**config.mk**
```make
export PLATFORM = sky130hd
export DESIGN_NAME = spi_xfer16
export DESIGN_NICKNAME = d
export VERILOG_FILES = /design/src/rtl/spi_xfer16_pkg.sv /design/src/rtl/spi_xfer16.sv
export SDC_FILE = /design/constraint.sdc
export NUM_CORES = 1
export LEC_CHECK = 0
export CORE_ASPECT_RATIO = 1.2
export CORE_MARGIN = 2
export CORE_UTILIZATION = 53
export DETAILED_ROUTE_END_ITERATION = 16
export PLACE_DENSITY = 0.86
export RECOVER_POWER = 100
export SYNTH_ARGS = -nofsm -noshare
export SYNTH_HDL_FRONTEND = slang
export SYNTH_SLANG_ARGS = --single-unit
```
**constraint.sdc**
```tcl
create_clock -name clk -period 5.75 [get_ports clk]
set_input_delay 0.575 -clock clk [delete_from_list [all_inputs] [get_ports clk]]
set_output_delay 0.575 -clock clk [all_outputs]
set_load 0.05 [all_outputs]
```
**src/rtl/spi_xfer16_pkg.sv**
```systemverilog
// Shared definitions for the spi_xfer16 SPI master.
//   - state_e      : controller states (idle, shifting, back porch)
//   - Div32*       : 5-bit divider constants (SCLK = clk/32)
//   - Div16*       : 4-bit divider constants (SCLK = clk/16)
//   - BitLimit     : number of bits per transaction
package spi_xfer16_pkg;

  typedef enum logic [1:0] {
    StIdle,
    StShift,
    StBack
  } state_e;

  // clk/32 divider: SCLK is the divider MSB.
  localparam int unsigned Div32W      = 5;
  localparam logic [4:0]  Div32Reload = 5'b10111;
  localparam logic [4:0]  Div32Sample = 5'b01111;
  localparam logic [4:0]  Div32Shift  = 5'b11111;

  // clk/16 divider: SCLK is the divider MSB.
  localparam int unsigned Div16W      = 4;
  localparam logic [3:0]  Div16Reload = 4'b1011;
  localparam logic [3:0]  Div16Sample = 4'b0111;
  localparam logic [3:0]  Div16Shift  = 4'b1111;

  localparam int unsigned      BitCntW  = 5;
  localparam logic [BitCntW-1:0] BitLimit = 5'd16;

endpackage

```
**src/rtl/spi_xfer16.sv**
```systemverilog
// spi_xfer16: 16-bit SPI master, mode 3 (CPOL=1, CPHA=1), single clock domain.
//
// Ports:
//   clk    in   system clock
//   rst_n  in   asynchronous active-low reset
//   snd    in   one-clock start strobe, accepted only while idle
//   cmd    in   16-bit word to transmit MSB first, sampled when snd is accepted
//   done   out  transaction complete; held until the next accepted snd
//   resp   out  16-bit word received on MISO (shift-register contents)
//   SS_n   out  active-low serf select, low for the whole transaction
//   SCLK   out  serial clock, idles high (divider MSB)
//   MOSI   out  serial data out (shift-register bit 15)
//   MISO   in   serial data in
//
// Configuration:
//   SPI_SCLK_DIV16_EN  defined   -> 4-bit divider, SCLK = clk/16
//                      undefined -> 5-bit divider, SCLK = clk/32
module spi_xfer16
  import spi_xfer16_pkg::*;
(
  input  logic        clk,
  input  logic        rst_n,
  input  logic        snd,
  input  logic [15:0] cmd,
  output logic        done,
  output logic [15:0] resp,
  output logic        SS_n,
  output logic        SCLK,
  output logic        MOSI,
  input  logic        MISO
);

`ifdef SPI_SCLK_DIV16_EN
  localparam int unsigned     DivW      = Div16W;
  localparam logic [DivW-1:0] DivReload = Div16Reload;
  localparam logic [DivW-1:0] DivSample = Div16Sample;
  localparam logic [DivW-1:0] DivShift  = Div16Shift;
`else
  localparam int unsigned     DivW      = Div32W;
  localparam logic [DivW-1:0] DivReload = Div32Reload;
  localparam logic [DivW-1:0] DivSample = Div32Sample;
  localparam logic [DivW-1:0] DivShift  = Div32Shift;
`endif

  state_e               state_q, state_d;
  logic [DivW-1:0]      div_q, div_d;
  logic [BitCntW-1:0]   bit_cnt_q, bit_cnt_d;
  logic [15:0]          shreg_q, shreg_d;
  logic                 sample_q, sample_d;
  logic                 pend_q, pend_d;
  logic                 done_q, done_d;
  logic                 ss_n_q, ss_n_d;

  always_comb begin
    state_d   = state_q;
    div_d     = div_q;
    bit_cnt_d = bit_cnt_q;
    shreg_d   = shreg_q;
    sample_d  = sample_q;
    pend_d    = pend_q;
    done_d    = done_q;
    ss_n_d    = ss_n_q;

    unique case (state_q)
      StIdle: begin
        // Divider parked so SCLK sits high and the first fall comes a few
        // clocks after SS_n drops.
        div_d = DivReload;
        if (snd) begin
          shreg_d   = cmd;
          bit_cnt_d = '0;
          pend_d    = 1'b0;
          done_d    = 1'b0;
          ss_n_d    = 1'b0;
          state_d   = StShift;
        end
      end

      StShift: begin
        if (bit_cnt_q == BitLimit) begin
          // All bits shifted; divider already parked high, so no trailing fall.
          state_d = StBack;
        end else begin
          div_d = div_q + 1'b1;
          // Capture MISO on the clock just before SCLK rises.
          if (div_q == DivSample) begin
            sample_d = MISO;
            pend_d   = 1'b1;
          end
          // Shift as SCLK falls; the leading fall has no pending sample and
          // leaves the register alone.
          if ((div_q == DivShift) && pend_q) begin
            shreg_d   = {shreg_q[14:0], sample_q};
            bit_cnt_d = bit_cnt_q + 1'b1;
            pend_d    = 1'b0;
            if (bit_cnt_q == BitLimit - 1'b1) begin
              div_d = DivReload;
            end
          end
        end
      end

      StBack: begin
        ss_n_d  = 1'b1;
        done_d  = 1'b1;
        state_d = StIdle;
      end

      default: begin
        state_d = StIdle;
      end
    endcase
  end

  always_ff @(posedge clk or negedge rst_n) begin
    if (!rst_n) begin
      state_q <= StIdle;
    end else begin
      state_q <= state_d;
    end
  end

  always_ff @(posedge clk or negedge rst_n) begin
    if (!rst_n) begin
      div_q <= DivReload;
    end else begin
      div_q <= div_d;
    end
  end

  always_ff @(posedge clk or negedge rst_n) begin
    if (!rst_n) begin
      bit_cnt_q <= '0;
    end else begin
      bit_cnt_q <= bit_cnt_d;
    end
  end

  always_ff @(posedge clk or negedge rst_n) begin
    if (!rst_n) begin
      shreg_q <= 16'h0000;
    end else begin
      shreg_q <= shreg_d;
    end
  end

  always_ff @(posedge clk or negedge rst_n) begin
    if (!rst_n) begin
      sample_q <= 1'b0;
    end else begin
      sample_q <= sample_d;
    end
  end

  always_ff @(posedge clk or negedge rst_n) begin
    if (!rst_n) begin
      pend_q <= 1'b0;
    end else begin
      pend_q <= pend_d;
    end
  end

  always_ff @(posedge clk or negedge rst_n) begin
    if (!rst_n) begin
      done_q <= 1'b0;
    end else begin
      done_q <= done_d;
    end
  end

  always_ff @(posedge clk or negedge rst_n) begin
    if (!rst_n) begin
      ss_n_q <= 1'b1;
    end else begin
      ss_n_q <= ss_n_d;
    end
  end

  assign done = done_q;
  assign resp = shreg_q;
  assign SS_n = ss_n_q;
  assign SCLK = div_q[DivW-1];
  assign MOSI = shreg_q[15];

endmodule

```
== Word-level counts from Yosys, hierarchy flattened ==
Cells that the tools add are included.

* Reductions and logical operators: 10
* Equality and inequality tests: 11
* Bitwise logic cells: 1
* $add $sub $neg: 2
* Multiplexer cells: 21

{| class="wikitable"
|+ Operators with widths
! kind !! number
|-
| 2-to-1 mux 16 bit || 3
|-
| one-hot mux 16 bit (2 select lines) || 1
|-
| 2-to-1 mux 5 bit || 6
|-
| one-hot mux 5 bit (2 select lines) || 2
|-
| adder 5 x 1 -> 5 bit, second input constant || 2
|-
| == test 5 x 4 -> 1 bit, second input constant || 2
|-
| == test 5 bit, second input constant || 2
|-
| != test 2 bit, second input constant || 4
|-
| AND reduction 4 bit || 2
|-
| AND reduction 2 bit || 3
|-
| 2-to-1 mux 1 bit || 4
|-
| 2-to-1 mux 2 bit || 2
|-
| one-hot mux 1 bit (2 select lines) || 2
|-
| one-hot mux 2 bit (2 select lines) || 1
|-
| nonzero test 2 bit || 2
|-
| != test 3 bit, second input constant || 1
|-
| AND reduction 3 bit || 1
|-
| == test 2 x 1 -> 1 bit, second input constant || 1
|-
| == test 2 bit, second input constant || 1
|-
| zero test 2 bit || 1
|-
| logical AND 1 bit || 1
|-
| NOT 1 bit || 1
|}

* Register bits: 32
* Output and inout bits: 20
* Logic and storage cells: 53
* Input bits: 20

== Logic depth before layout (Yosys ltp) ==
* Word-level depth: 5
* Gate-level depth with buffers: 8
* Depth with buffers taken out: 7

== Worst setup path before layout ==
OpenSTA, ideal clock, no wires.

* Path type: register -> register
* Start: register div_q[0]
* End: register bit_cnt_q[2]
* Period minus slack after synthesis: 1.828 ns
* Setup time: 0.126 ns
* Data required time: 5.624 ns
* Slack: 3.922 ns
* Arrival: 1.703 ns
* Stages on the path, launching flop included: 9
* Path buffers: 1
* Cells stage by stage: dfstp_2 -> ha_1 -> and3_1 -> ha_1 -> and4b_4 -> and2_1 -> buf_6 -> nand2_2 -> mux2i_1

* Longest elaborated chain between the ends: 4

{| class="wikitable"
|+ RTL lines
! what !! RTL line !! RTL
|-
| start, declared || spi_xfer16.sv:46 || <nowiki>logic [DivW-1:0] div_q, div_d;</nowiki>
|-
| start signal, assigned || spi_xfer16.sv:125 || <nowiki>div_q <= DivReload;</nowiki>
|-
| start signal, assigned || spi_xfer16.sv:127 || <nowiki>div_q <= div_d;</nowiki>
|-
| == test 5 bit || spi_xfer16.sv:92 || <nowiki>if ((div_q == DivShift) && pend_q) begin</nowiki>
|-
| logical AND 1 bit || spi_xfer16.sv:92 ||
|-
| != test 2 bit (no line) || n/a ||
|-
| AND reduction 4 bit (no line) || n/a ||
|-
| end signal, assigned || spi_xfer16.sv:135 || <nowiki>bit_cnt_q <= bit_cnt_d;</nowiki>
|-
| end, declared || spi_xfer16.sv:47 || <nowiki>logic [BitCntW-1:0] bit_cnt_q, bit_cnt_d;</nowiki>
|}

No other way between the ends.
A chain may end at the register's enable or synchronous reset.

== Worst setup path in the final report ==
* Start: register state_q[0]
* End: register div_q[2]

* Longest elaborated chain between the ends: 3
* Elaborated cells between the ends (all ways): 6
* Classes of those cells: eq/ne: 2; mux: 1; reduce/logical: 3

{| class="wikitable"
|+ RTL lines
! what !! RTL line !! RTL
|-
| start, declared || spi_xfer16.sv:45 || <nowiki>state_e state_q, state_d;</nowiki>
|-
| start signal, assigned || spi_xfer16.sv:117 || <nowiki>state_q <= StIdle;</nowiki>
|-
| start signal, assigned || spi_xfer16.sv:119 || <nowiki>state_q <= state_d;</nowiki>
|-
| == test 2 x 1 -> 1 bit / zero test 2 bit (equally long branches) || spi_xfer16.sv:64 || <nowiki>unique case (state_q)</nowiki>
|-
| != test 2 bit (no line) / nonzero test 2 bit (equally long branches) || n/a ||
|-
| AND reduction 2 bit (no line) || n/a ||
|}

Several ways; a longest one is shown, not always the timed one.

==> flow_summary.json <==
{
  "die_h_um": 66.0,
  "initial_core_util_pct": 55.5,
  "ys_ff_latch": 32,
  "grt_usage_pct": 19.8,
  "tightest_slew_ns": 1.90,
  "drv_slew": 53,
  "portBuffers": 39,
  "cpMostUsedCell": "o21a_1",
  "finalSetupTns_ns": 0,
  "rows": 22,
  "post_cts_buffers": 0,
  "crit_chain": "nor2b_1, nand2_1, o21a_1, o21a_1",
  "syn_nets": 179,
  "timing.final.crit_share_pct": 47.5,
  "grt_pass1_wl_um": 5600,
  "diodes": 0,
  "violations": "capacitance limit, slew limit",
  "crit_path_max_fanout": 19,
  "netSwitchingPower_w": 0.000128,
  "syn_to_final_growth_pct": 23.2,
  "grt_max_degree": 34,
  "maxSlewHeadroom_pct": -26.6,
  "fin_util_pct": 68.3,
  "dpl.hpwl_um": 2350,
  "multi_input_area_sq_um": 778,
  "wire_per_inst_um": 14.0,
  "hold_buffers": 0,
  "worstSkewPairLatency_ns": 0.33,
  "core_area_sq_um": 3060,
  "combPwrFrac_pct": 17.2,
  "cpPeakStageDelay_ns": 1.47,
  "wl_um": 3210,
  "rsz0062_at_grt": "no",
  "p_seq_share_pct": 54.7,
  "worstPathArrival_ns": 3.00,
  "drive_above_1_share_pct": 14.5,
  "cts_buffers": 5,
  "seq_area_sq_um": 807,
  "finalNonFillerCells": 229,
  "synthCells": 153,
  "htree_num_levels": 2,
  "synth-seq-area-share_pct": 47.6,
  "drc_errors": 0,
  "avgSynthCellArea_sq_um": 11.1,
  "drt_iter0_drc": 18,
  "cts_tree": "done",
  "required_ns": 6.02,
  "hold_violations": 0,
  "ant_nets": 0,
  "path_clk_slew_ns": 0.10,
  "synth_top_flop_cell": "dfrtp_1",
  "irDropWorstVdd_mv": 0.146,
  "num_io_pins": 40,
  "p_int_w": 0.000312,
  "p_leak_nw": 1.03,
  "fin_nets": 218,
  "vias": 1242,
  "dr.max_layer_used": "met4",
  "root_buffer": "clkbuf_4",
  "critPathSlowestCell": "nor2b_1",
  "synth-edff-count": 0,
  "synth_cell_types": 35,
  "viasPerCell": 5.42,
  "dp.cells": 221,
  "place_congestion": 0.847,
  "drtPass1Iterations": 4,
  "overflow": 0,
  "yosysWarningCount": 0,
  "clkPwrFrac_pct": 28.1,
  "status": "finished with violations",
  "finClkSkew_ns": 0.00612,
  "cts_resized": 0,
  "antenna_found_initial": 0,
  "clock_path_buffers": 2,
  "die_w_um": 55.6,
  "finalCriticalPeriod_ns": 2.73,
  "critPathCaptureType": "flop",
  "cap_violations": 2,
  "wl_met1_um": 1440,
  "cp-start-kind": "flop",
  "fmax_ghz": 0.366,
  "hp-class": "reg2reg",
  "grt_pass1_vias": 1300,
  "synth.cell_area_sq_um": 1700,
  "finalSetupViolCount": 0,
  "fillers": 237,
  "power_density_nw_per_um2": 210,
  "wl_met3_um": 180,
  "ys_async_sr_fraction_pct": 100,
  "clock_sinks": 32,
  "p_sw_share_pct": 29.1,
  "route.met2.wl_um": 1550,
  "die_area_sq_um": 3670,
  "worst-setup-path-type": "reg2reg"
}
## per-stage QoR
step	area (sq um)	setup WS, ns	hold slack [ns]	power, W
floorplan	1700	3.92	0.279	0.000288
global placement	2060	3.44	0.445	0.000324
detailed placement	2060	3.35	0.466	0.000326
CTS	2110	3.32	0.479	0.000449
global route	2090	2.78	0.484	0.000461
finish	2090	3.02	0.469	0.000439
## layout make-up
type / count / share of cell area (%)
multi-input cells: 109 / 37.3
well taps: 36 / 2.16
flip-flops and latches: 32 / 38.6
clock buffers: 8 / 2.34
inverters: 4 / 0.719
repair buffers: 40 / 18.9
## placed cells by master (no fill, tap or decap), types with 5 or more instances in the layout
cell,count
o21ai_0,8
nand3_1,5
o21ai_2,11
clkbuf_4,5
dfrtp_1,27
dlygate4sd3_1,22
clkdlybuf4s50_1,17
mux2i_1,18
ha_1,6
nand2_1,25
## cell usage after synthesis (3+ instances only)
master | n | area [sq um]
dfrtp_1 | 27 | 676
nand2_1 | 25 | 93.8
mux2i_1 | 18 | 180
o21ai_2 | 14 | 123
ha_1 | 6 | 75.1
buf_6 | 5 | 56.3
dfstp_2 | 5 | 131
nand3_1 | 5 | 25.0
inv_1 | 4 | 15.0
nor2_1 | 4 | 15.0
and3_1 | 3 | 18.8
buf_4 | 3 | 22.5
o21a_1 | 3 | 22.5
o21ai_1 | 3 | 15.0
## power by group through the flow
stage	combinational [W]	clock, W	sequential [W]
floorplan	0.0000187	0	0.000270
global placement	0.0000799	0	0.000244
detailed placement	0.0000812	0	0.000245
CTS	0.0000814	0.000126	0.000241
global route	0.0000811	0.000138	0.000242
finish	0.0000756	0.000123	0.000240
## state kept, by name (all words and copies together), names as in the netlist
| signal | count |
|---|---|
| SS_n | 1 |
| bit_cnt_q | 5 |
| div_q | 5 |
| done | 1 |
| pend_q | 1 |
| resp | 16 |
| sample_q | 1 |
| state_q | 2 |
## worst max-delay path: cells and delay by family (launching register included)
| family | cells | cell delay [ns] |
|---|---|---|
| compound gates | 2 | 0.44 |
| flops | 1 | 0.47 |
| simple gates | 2 | 1.73 |
## routing by layer
| layer | GRT usage [%] | vias up |
|---|---|---|
| met5 | 0 | - |
| met4 | 7.32 | 0 |
| met3 | 6.26 | 5 |
| met2 | 34.8 | 36 |
| met1 | 22.7 | 588 |
| li1 | - | 613 |
## cells by family after synthesis
kind of cell             after synthesis  synth area share (%)
AO/OA/AOI/OAI                         29                  13.5
AND/OR/NAND/NOR                       54                  17.0
buffers and inverters                 12                  5.53
flip-flops                            32                  47.6
adder cells (fa/ha/maj)                6                  4.43
multiplexers                          20                  12.0
## path summary, 6_finish.rpt
| path | startpoint | slack [ns] | cells past startpoint | to |
|---|---|---|---|---|
| setup / recovery | state_q[0]$_DFFE_PN0P_ | 3.02 | 4 | div_q[2]$_DFFE_PN1P_ |
| hold / removal | SS_n$_DFFE_PN1P_ | 0.47 | 2 | SS_n$_DFFE_PN1P_ |
| setup reg to reg | state_q[0]$_DFFE_PN0P_ | 3.02 | 4 | div_q[2]$_DFFE_PN1P_ |
| hold reg to reg | SS_n$_DFFE_PN1P_ | 0.47 | 2 | SS_n$_DFFE_PN1P_ |
| max in group asynchronous | rst_n | 3.57 | 2 | div_q[3]$_DFFE_PN0P_ |
| min in group asynchronous | rst_n | 1.20 | 2 | state_q[0]$_DFFE_PN0P_ |
(Power assumes the default switching activity.)
